===== src/rtl/mem_arbiter.sv =====
// mem_arbiter: merges the core's instruction-fetch and data ports onto the
// single RAM request port.
//
// A grant latches the winning request (address, write data, op, owner). The
// RAM strobes come only from that latch. The arbiter then waits for ramready
// or for the timeout, and returns registered load data to the owner.
//
// state | meaning
// ------+-----------------------------------------------------------
// IDLE  | no access in flight; arbitrate and latch the winner
// BUSY  | latched request driven to RAM; wait for ramready/timeout
// DONE  | owner's wait low for this one cycle; no new grant
//
// Ports:
//   CLK, rst               clock, synchronous active-high reset
//   iREN, iaddr            instruction fetch request
//   iload, iwait           fetch data (registered), fetch stall
//   dREN, dWEN             data read/write request (dWEN wins)
//   daddr, dstore          data address and write data
//   dload, dwait           read data (registered), data stall
//   ramREN, ramWEN         RAM request strobes
//   ramaddr, ramstore      RAM address and write data
//   ramload, ramready      RAM read data and completion
//   err                    sticky timeout flag
module mem_arbiter #(
  parameter int unsigned ADDR_W      = 32,
  parameter int unsigned DATA_W      = 32,
  parameter int unsigned MAX_DSTREAK = 4,
  parameter int unsigned TIMEOUT     = 255
) (
  input  logic              CLK,
  input  logic              rst,
  input  logic              iREN,
  input  logic [ADDR_W-1:0] iaddr,
  output logic [DATA_W-1:0] iload,
  output logic              iwait,
  input  logic              dREN,
  input  logic              dWEN,
  input  logic [ADDR_W-1:0] daddr,
  input  logic [DATA_W-1:0] dstore,
  output logic [DATA_W-1:0] dload,
  output logic              dwait,
  output logic              ramREN,
  output logic              ramWEN,
  output logic [ADDR_W-1:0] ramaddr,
  output logic [DATA_W-1:0] ramstore,
  input  logic [DATA_W-1:0] ramload,
  input  logic              ramready,
  output logic              err
);

  localparam int unsigned SW = $clog2(MAX_DSTREAK + 1);

  typedef enum logic [1:0] {
    S_IDLE = 2'd0,
    S_BUSY = 2'd1,
    S_DONE = 2'd2
  } state_t;

  state_t            state_q, state_d;
  logic [ADDR_W-1:0] addr_q, addr_d;
  logic [DATA_W-1:0] store_q, store_d;
  logic              we_q, we_d;
  logic              own_d_q, own_d_d;   // 1 = data port owns the access
  logic [SW-1:0]     dstreak_q, dstreak_d;
  logic [7:0]        tcnt_q, tcnt_d;
  logic [DATA_W-1:0] iload_q, iload_d;
  logic [DATA_W-1:0] dload_q, dload_d;
  logic              err_q, err_d;

  logic d_req;
  logic streak_hit;
  logic busy;

  assign d_req      = dREN | dWEN;
  // An instruction has waited through MAX_DSTREAK data grants: it goes next.
  assign streak_hit = iREN && (dstreak_q == SW'(MAX_DSTREAK));

  always_comb begin
    state_d   = state_q;
    addr_d    = addr_q;
    store_d   = store_q;
    we_d      = we_q;
    own_d_d   = own_d_q;
    dstreak_d = dstreak_q;
    tcnt_d    = tcnt_q;
    iload_d   = iload_q;
    dload_d   = dload_q;
    err_d     = err_q;

    case (state_q)
      S_IDLE: begin
        tcnt_d = '0;
        if (d_req && !streak_hit) begin
          addr_d    = daddr;
          store_d   = dstore;
          we_d      = dWEN;
          own_d_d   = 1'b1;
          dstreak_d = iREN ? dstreak_q + SW'(1) : '0;
          // tcnt holds the number of BUSY cycles including the current one.
          tcnt_d    = 8'd1;
          state_d   = S_BUSY;
        end else if (iREN) begin
          addr_d    = iaddr;
          store_d   = '0;
          we_d      = 1'b0;
          own_d_d   = 1'b0;
          dstreak_d = '0;
          tcnt_d    = 8'd1;
          state_d   = S_BUSY;
        end
      end

      S_BUSY: begin
        if (ramready) begin
          if (!we_q) begin
            if (own_d_q) dload_d = ramload;
            else         iload_d = ramload;
          end
          tcnt_d  = '0;
          state_d = S_DONE;
        end else if (tcnt_q == 8'(TIMEOUT)) begin
          err_d = 1'b1;
          if (own_d_q) dload_d = '0;
          else         iload_d = '0;
          tcnt_d  = '0;
          state_d = S_DONE;
        end else begin
          tcnt_d = tcnt_q + 8'd1;
        end
      end

      S_DONE: begin
        state_d = S_IDLE;
      end

      default: begin
        state_d = S_IDLE;
      end
    endcase
  end

  always_ff @(posedge CLK) begin
    if (rst) begin
      state_q   <= S_IDLE;
      addr_q    <= '0;
      store_q   <= '0;
      we_q      <= 1'b0;
      own_d_q   <= 1'b0;
      dstreak_q <= '0;
      tcnt_q    <= '0;
      iload_q   <= '0;
      dload_q   <= '0;
      err_q     <= 1'b0;
    end else begin
      state_q   <= state_d;
      addr_q    <= addr_d;
      store_q   <= store_d;
      we_q      <= we_d;
      own_d_q   <= own_d_d;
      dstreak_q <= dstreak_d;
      tcnt_q    <= tcnt_d;
      iload_q   <= iload_d;
      dload_q   <= dload_d;
      err_q     <= err_d;
    end
  end

  // Gating with rst keeps the strobes quiet in the reset cycle itself, even
  // if the reset lands while an access is in flight.
  assign busy     = (state_q == S_BUSY) && !rst;
  assign ramREN   = busy && !we_q;
  assign ramWEN   = busy && we_q;
  assign ramaddr  = addr_q;
  assign ramstore = store_q;

  assign iwait = iREN && !((state_q == S_DONE) && !own_d_q);
  assign dwait = d_req && !((state_q == S_DONE) && own_d_q);

  assign iload = iload_q;
  assign dload = dload_q;
  assign err   = err_q;

endmodule


===== config.mk =====
export PLATFORM = sky130hd
export DESIGN_NAME = mem_arbiter
export DESIGN_NICKNAME = d
export VERILOG_FILES = /design/src/rtl/mem_arbiter.sv
export SDC_FILE = /design/constraint.sdc
export NUM_CORES = 1
export LEC_CHECK = 0
export CORE_MARGIN = 1
export CORE_UTILIZATION = 40
export CTS_CLUSTER_DIAMETER = 30
export DETAILED_ROUTE_END_ITERATION = 8
export GPL_TIMING_DRIVEN = 1
export PLACE_DENSITY = 0.9
export REMOVE_ABC_BUFFERS = 1
export SLEW_MARGIN = 5
export SYNTH_ARGS = -nofsm -noshare
export SYNTH_HDL_FRONTEND = slang
export SYNTH_SLANG_ARGS = --single-unit
export TNS_END_PERCENT = 20

===== constraint.sdc =====
create_clock -name CLK -period 2.2 [get_ports CLK]
set_input_delay 0.33 -clock CLK [delete_from_list [all_inputs] [get_ports CLK]]
set_output_delay 0.33 -clock CLK [all_outputs]
set_load 0.01 [all_outputs]

# [Yosys cells after proc, flatten, opt, wreduce, memory -nomap -nowiden]
# Index checks and enable logic that the tools add are counted.
[totals] register_bits=144 inputBits=134 output_inout_bits=133 elab_cells=76
[classes] add_sub_neg=2 n_eq_ne=7 mux=30 bitwise=3 reduce_logical=24
[ops] operator="32-bit two-way mux" n=14
[ops] operator="8-bit two-way mux" n=2
[ops] operator="8-bit one-hot mux with 2 select lines" n=1
[ops] operator="1-bit logical AND" n=9
[ops] operator="3-bit two-way mux" n=3
[ops] operator="8-bit by 1-bit adder with 8-bit output (second input constant)" n=1
[ops] operator="8-bit equality test (second input constant)" n=1
[ops] operator="2-bit two-way mux" n=4
[ops] operator="4-bit AND reduction" n=2
[ops] operator="1-bit zero test" n=6
[ops] operator="3-bit inequality test (second input constant)" n=2
[ops] operator="2-bit nonzero test" n=3
[ops] operator="1-bit two-way mux" n=5
[ops] operator="2-bit one-hot mux with 2 select lines" n=1
[ops] operator="2-bit AND reduction" n=2
[ops] operator="3-bit by 1-bit adder with 3-bit output (second input constant)" n=1
[ops] operator="3-bit equality test (second input constant)" n=1
[ops] operator="3-bit AND reduction" n=1
[ops] operator="2-bit by 1-bit equality test with 1-bit output (second input constant)" n=1
[ops] operator="2-bit equality test (second input constant)" n=1
[ops] operator="2-bit zero test" n=1
[ops] operator="2-bit inequality test (second input constant)" n=1
[ops] operator="1-bit inverter" n=2
[ops] operator="1-bit OR" n=1

# [Longest topological paths before layout]
[logic_depth] word_depth=6 depth_mapped=7 ltp_nobuf=6

# [Worst setup path after synthesis]
# Ideal clock, no wire load.
[synth_timing] path_type="reg-to-reg" start="reg tcnt_q[0]" end="reg iload_q[10], in the netlist iload[10]" setup_time_ns=0.117 arrival_time_ns=1.535 t_required_ns=2.083 path_slack_ns=0.548 path_stages_with_launch=7 n_path_buf=1 synth_period_minus_slack_ns=1.652 path_cell_list="dfxtp_1 -> ha_1 -> nand3_1 -> o31ai_1 -> a21oi_1 -> clkbuf_1 -> a22o_1"
[synth_via] elab_chain_cells=3
[synth_rtl] item="start, declared" line="66" source="logic [7:0] tcnt_q, tcnt_d;"
[synth_rtl] item="start signal, assigned" line="162" source="tcnt_q <= tcnt_d;"
[synth_rtl] item="8-bit equality test" line="122" source="end else if (tcnt_q == 8'(TIMEOUT)) begin"
[synth_rtl] item="2-bit nonzero test (no line)"
[synth_rtl] item="4-bit AND reduction (no line)"
[synth_rtl] item="end signal, assigned" line="163" source="iload_q <= iload_d;"
[synth_rtl] item="end, declared" line="67" source="logic [DATA_W-1:0] iload_q, iload_d;"
# No other way between the ends.
# A chain may end at the register's enable or synchronous reset.

# [Worst setup path in the final report]
[layout_timing] start="reg state_q[0]" end="out ramWEN"
[layout_via] elab_chain_cells=3
[layout_rtl] item="start, declared" line="60" source="state_t state_q, state_d;"
[layout_rtl] item="start signal, assigned" line="156" source="state_q <= state_d;"
[layout_rtl] item="2-bit by 1-bit equality test with 1-bit output" line="171" source="assign busy = (state_q == S_BUSY) && !rst;"
[layout_rtl] item="1-bit logical AND" line="171"
[layout_rtl] item="1-bit logical AND" line="173" source="assign ramWEN = busy && we_q;"
[layout_rtl] item="end, declared" line="44" source="output logic ramWEN,"
# No other way between the ends.

==> impl_metrics.ini <==
[synth]
ys_seq_area_share_pct = 55.5
yosysWarnings = 0
syn-instance-count = 498
syn_area_sq_um = 5200
yosys.cell_types.count = 37
synth_area_per_cell_sq_um = 10.4
yosysTopAreaCell = dfxtp_1
synthDominantCellAreaShare_pct = 55.5
synth_top_cells_by_area = dfxtp_1, a22o_1, mux2i_1, a22oi_1, a21oi_1
ys_ff_latch = 144

[grt]
grt_first_pass_wirelength_microns = 25200
grt_pass1_vias = 5020
antenna_found_initial = 0
overflow = 0
grt_util_all_layers_pct = 24.3
grt_max_degree = 67

[critical_path]
cp.arrival_ns = 1.81
start_kind = flip-flop
worstPathMaxFanout = 8
critPathRequiredTime_ns = 1.87
crit_start = state_q[0]
crit_path_end_kind = output pin
crit_type = reg2out
rr_startpoint = tcnt_q[0]

[power_and_ir_drop]
max-vdd-ir-drop_uv = 528
p_int_w = 0.00492
swShare_pct = 25.8
p_comb_share_pct = 17.8
p_leak_nw = 3.42
power_w = 0.00663
power.density_nw_per_um2 = 764
p_clk_share_pct = 38.8
power.switching_w = 0.00171
power_frac_seq_pct = 43.4

[placement]
place_area_sq_um = 8130
place_congestion = 0.804
place_ws_ns = 0.181
hpwl_microns = 11700
port_buffers = 266

[floorplanning]
die_h_microns = 116
ios = 267
coreArea_sq_um = 12700
die_x_microns = 116
row_count = 41
die_area_sq_um = 13500
start_util_pct = 41.0

[clock_tree]
htree_levels = 4
numCtsBuffers = 17
clkSinkCount = 144
clk_latency_ns = 0.41
cts_root_buf = clkbuf_16
cts.clk_slew.worst_paths_ns = 0.06
tritoncts = yes
postCtsSetupRepairBufs = 0
clockBufferDepth = 2

[route]
wirelength_microns = 16700
drc_errors = 0
drtAntennaViolNets = 0
dr.pass1.iters = 5
drt_first_iter_violations = 308
vias = 5033
via_per_inst = 5.34
avgRoutedWirePerCell_microns = 17.7

[timing]
finalClockSkew_ns = 0.00965
post-route-min-period_ns = 2.14
hold_viol_final = 0
worst_slack_ns = 0.0600
fin_tns_setup_ns = 0
fmax_ghz = 0.467
relSlewSlack_pct = 62.5
min_period_over_period_pct = 97.3
rsz0062_at_grt = true
tightest_slew_ns = 0.562
slew_violations = 0
setup_violations = 0

[hold_path]
min_path_type = reg2reg
holdCritStartpoint = iload[2]

[layout]
drive_above_1_share_pct = 7.91
design_area_sq_um = 8670
finalNetCount = 895
n_antenna_cell = 0
fin_util_pct = 68.5
syn_to_final_growth_pct = 66.9
fill_cells = 900

[flow_run]
drv_cap = 0

[run_status]
status = finished clean
## layer usage
layer / global-route usage [%] / share of wire [%] / vias up
met5: 0 / 0 / -
met4: 12.0 / 2.5 / 0
met3: 5.75 / 5.9 / 35
met2: 42.9 / 53 / 215
met1: 27.5 / 39 / 2411
li1: - / - / 2372
## power by group through the flow
stage          combinational, W  sequential (W)  clock, W
6_report                0.00118         0.00288   0.00257
5_1_grt                 0.00126         0.00290   0.00272
4_1_cts                 0.00118         0.00288   0.00261
3_5_place_dp            0.00117         0.00293         0
3_3_place_gp            0.00114         0.00292         0
2_1_floorplan          0.000339         0.00299         0
## stage by stage
stage          std cells  hold slack (ns)
2_1_floorplan        457            0.398
3_3_place_gp         911            0.454
3_5_place_dp         911            0.459
4_1_cts              943            0.477
5_1_grt              943            0.492
6_report             943            0.475
## synth_stat cells, drive strengths merged
cell type and number:
a22oi 34, mux2i 33, or3b 1, ha 3
a21oi 43, nor2b 1, o21ai 37, nor2 44
nand2b 2, and2 1, nand4 4, a41o 1
or3 1, o41ai 1, dfxtp 144, a22o 64
a31oi 5, inv 5, and3 3, and4 2
o31a 2, nand2 8, a311oi 1, o31ai 2
clkbuf 20, nand4b 2, nor3 5, nor4 2
nand3 4, buf 21, nor3b 2
## flip-flops by register name, summed over array words and instances (netlist names)
register and flops:
dload 32, dstreak_q 3, err 1, iload 32, own_d_q 1, ramaddr 32
ramstore 32, state_q 2, tcnt_q 8, we_q 1
## kinds of logic (layout without fill, tap and decap cells)
kind of cell               after synthesis  in the layout  synth area share, %
adders and majority gates                3              3                0.722
buffers and inverters                   46            319                 3.95
AOI/OAI and AO/OA                      190            190                 25.3
DFF                                    144            144                 55.5
muxes                                   33             33                 6.35
and+or+nand+nor                         82             82                 8.18
## worst paths after layout
kind	to	slack [ns]	depth (start not counted)
max	ramWEN	0.06	3
min	iload[2]	0.48	1
max reg2reg	dload[8]	0.17	6
min reg2reg	iload[2]	0.48	1
## cell usage in the layout, fill, tap and decap left out, types with 3 or more instances in the layout
cell / netlist / final
a21oi_1: 42 / 41
ha_1: 3 / 3
buf_4: 3 / 9
clkbuf_16: 0 / 17
mux2i_1: 33 / 33
and3_1: 3 / 3
clkdlybuf4s50_1: 0 / 264
nor2_1: 43 / 43
a31oi_1: 5 / 4
clkinv_2: 0 / 4
nand4_1: 4 / 4
a22o_1: 64 / 64
a22oi_1: 34 / 34
dfxtp_1: 144 / 142
clkinvlp_4: 0 / 4
nand2_1: 8 / 8
nand3_1: 4 / 4
o21ai_0: 37 / 37
nor3_1: 3 / 3
buf_12: 0 / 7
inv_1: 5 / 5
## area by class of cell
class                      instances  area, sq um  area share (%)
timing repair buffer             282         2870            33.1
tap                              172          215            2.48
multi-input combinational        308         2150            24.8
sequential                       144         2890            33.3
clock buffer                      20          447            5.15
clock inverter                    12         85.1           0.981
inverter                           5         18.8           0.216
## timing repair
action	CTS	global route
hold buffers	0	0
resized for setup	3	2
cloned	0	0
endpoints found under the setup margin	3	3
## critical path: stages, from the launching register on
cell and delay (ns):
dfxtp_2 0.42, nor2b_2 0.23, and3_1 0.18, clkdlybuf4s50_1 0.57
Power figures use the tool's default switching activity.
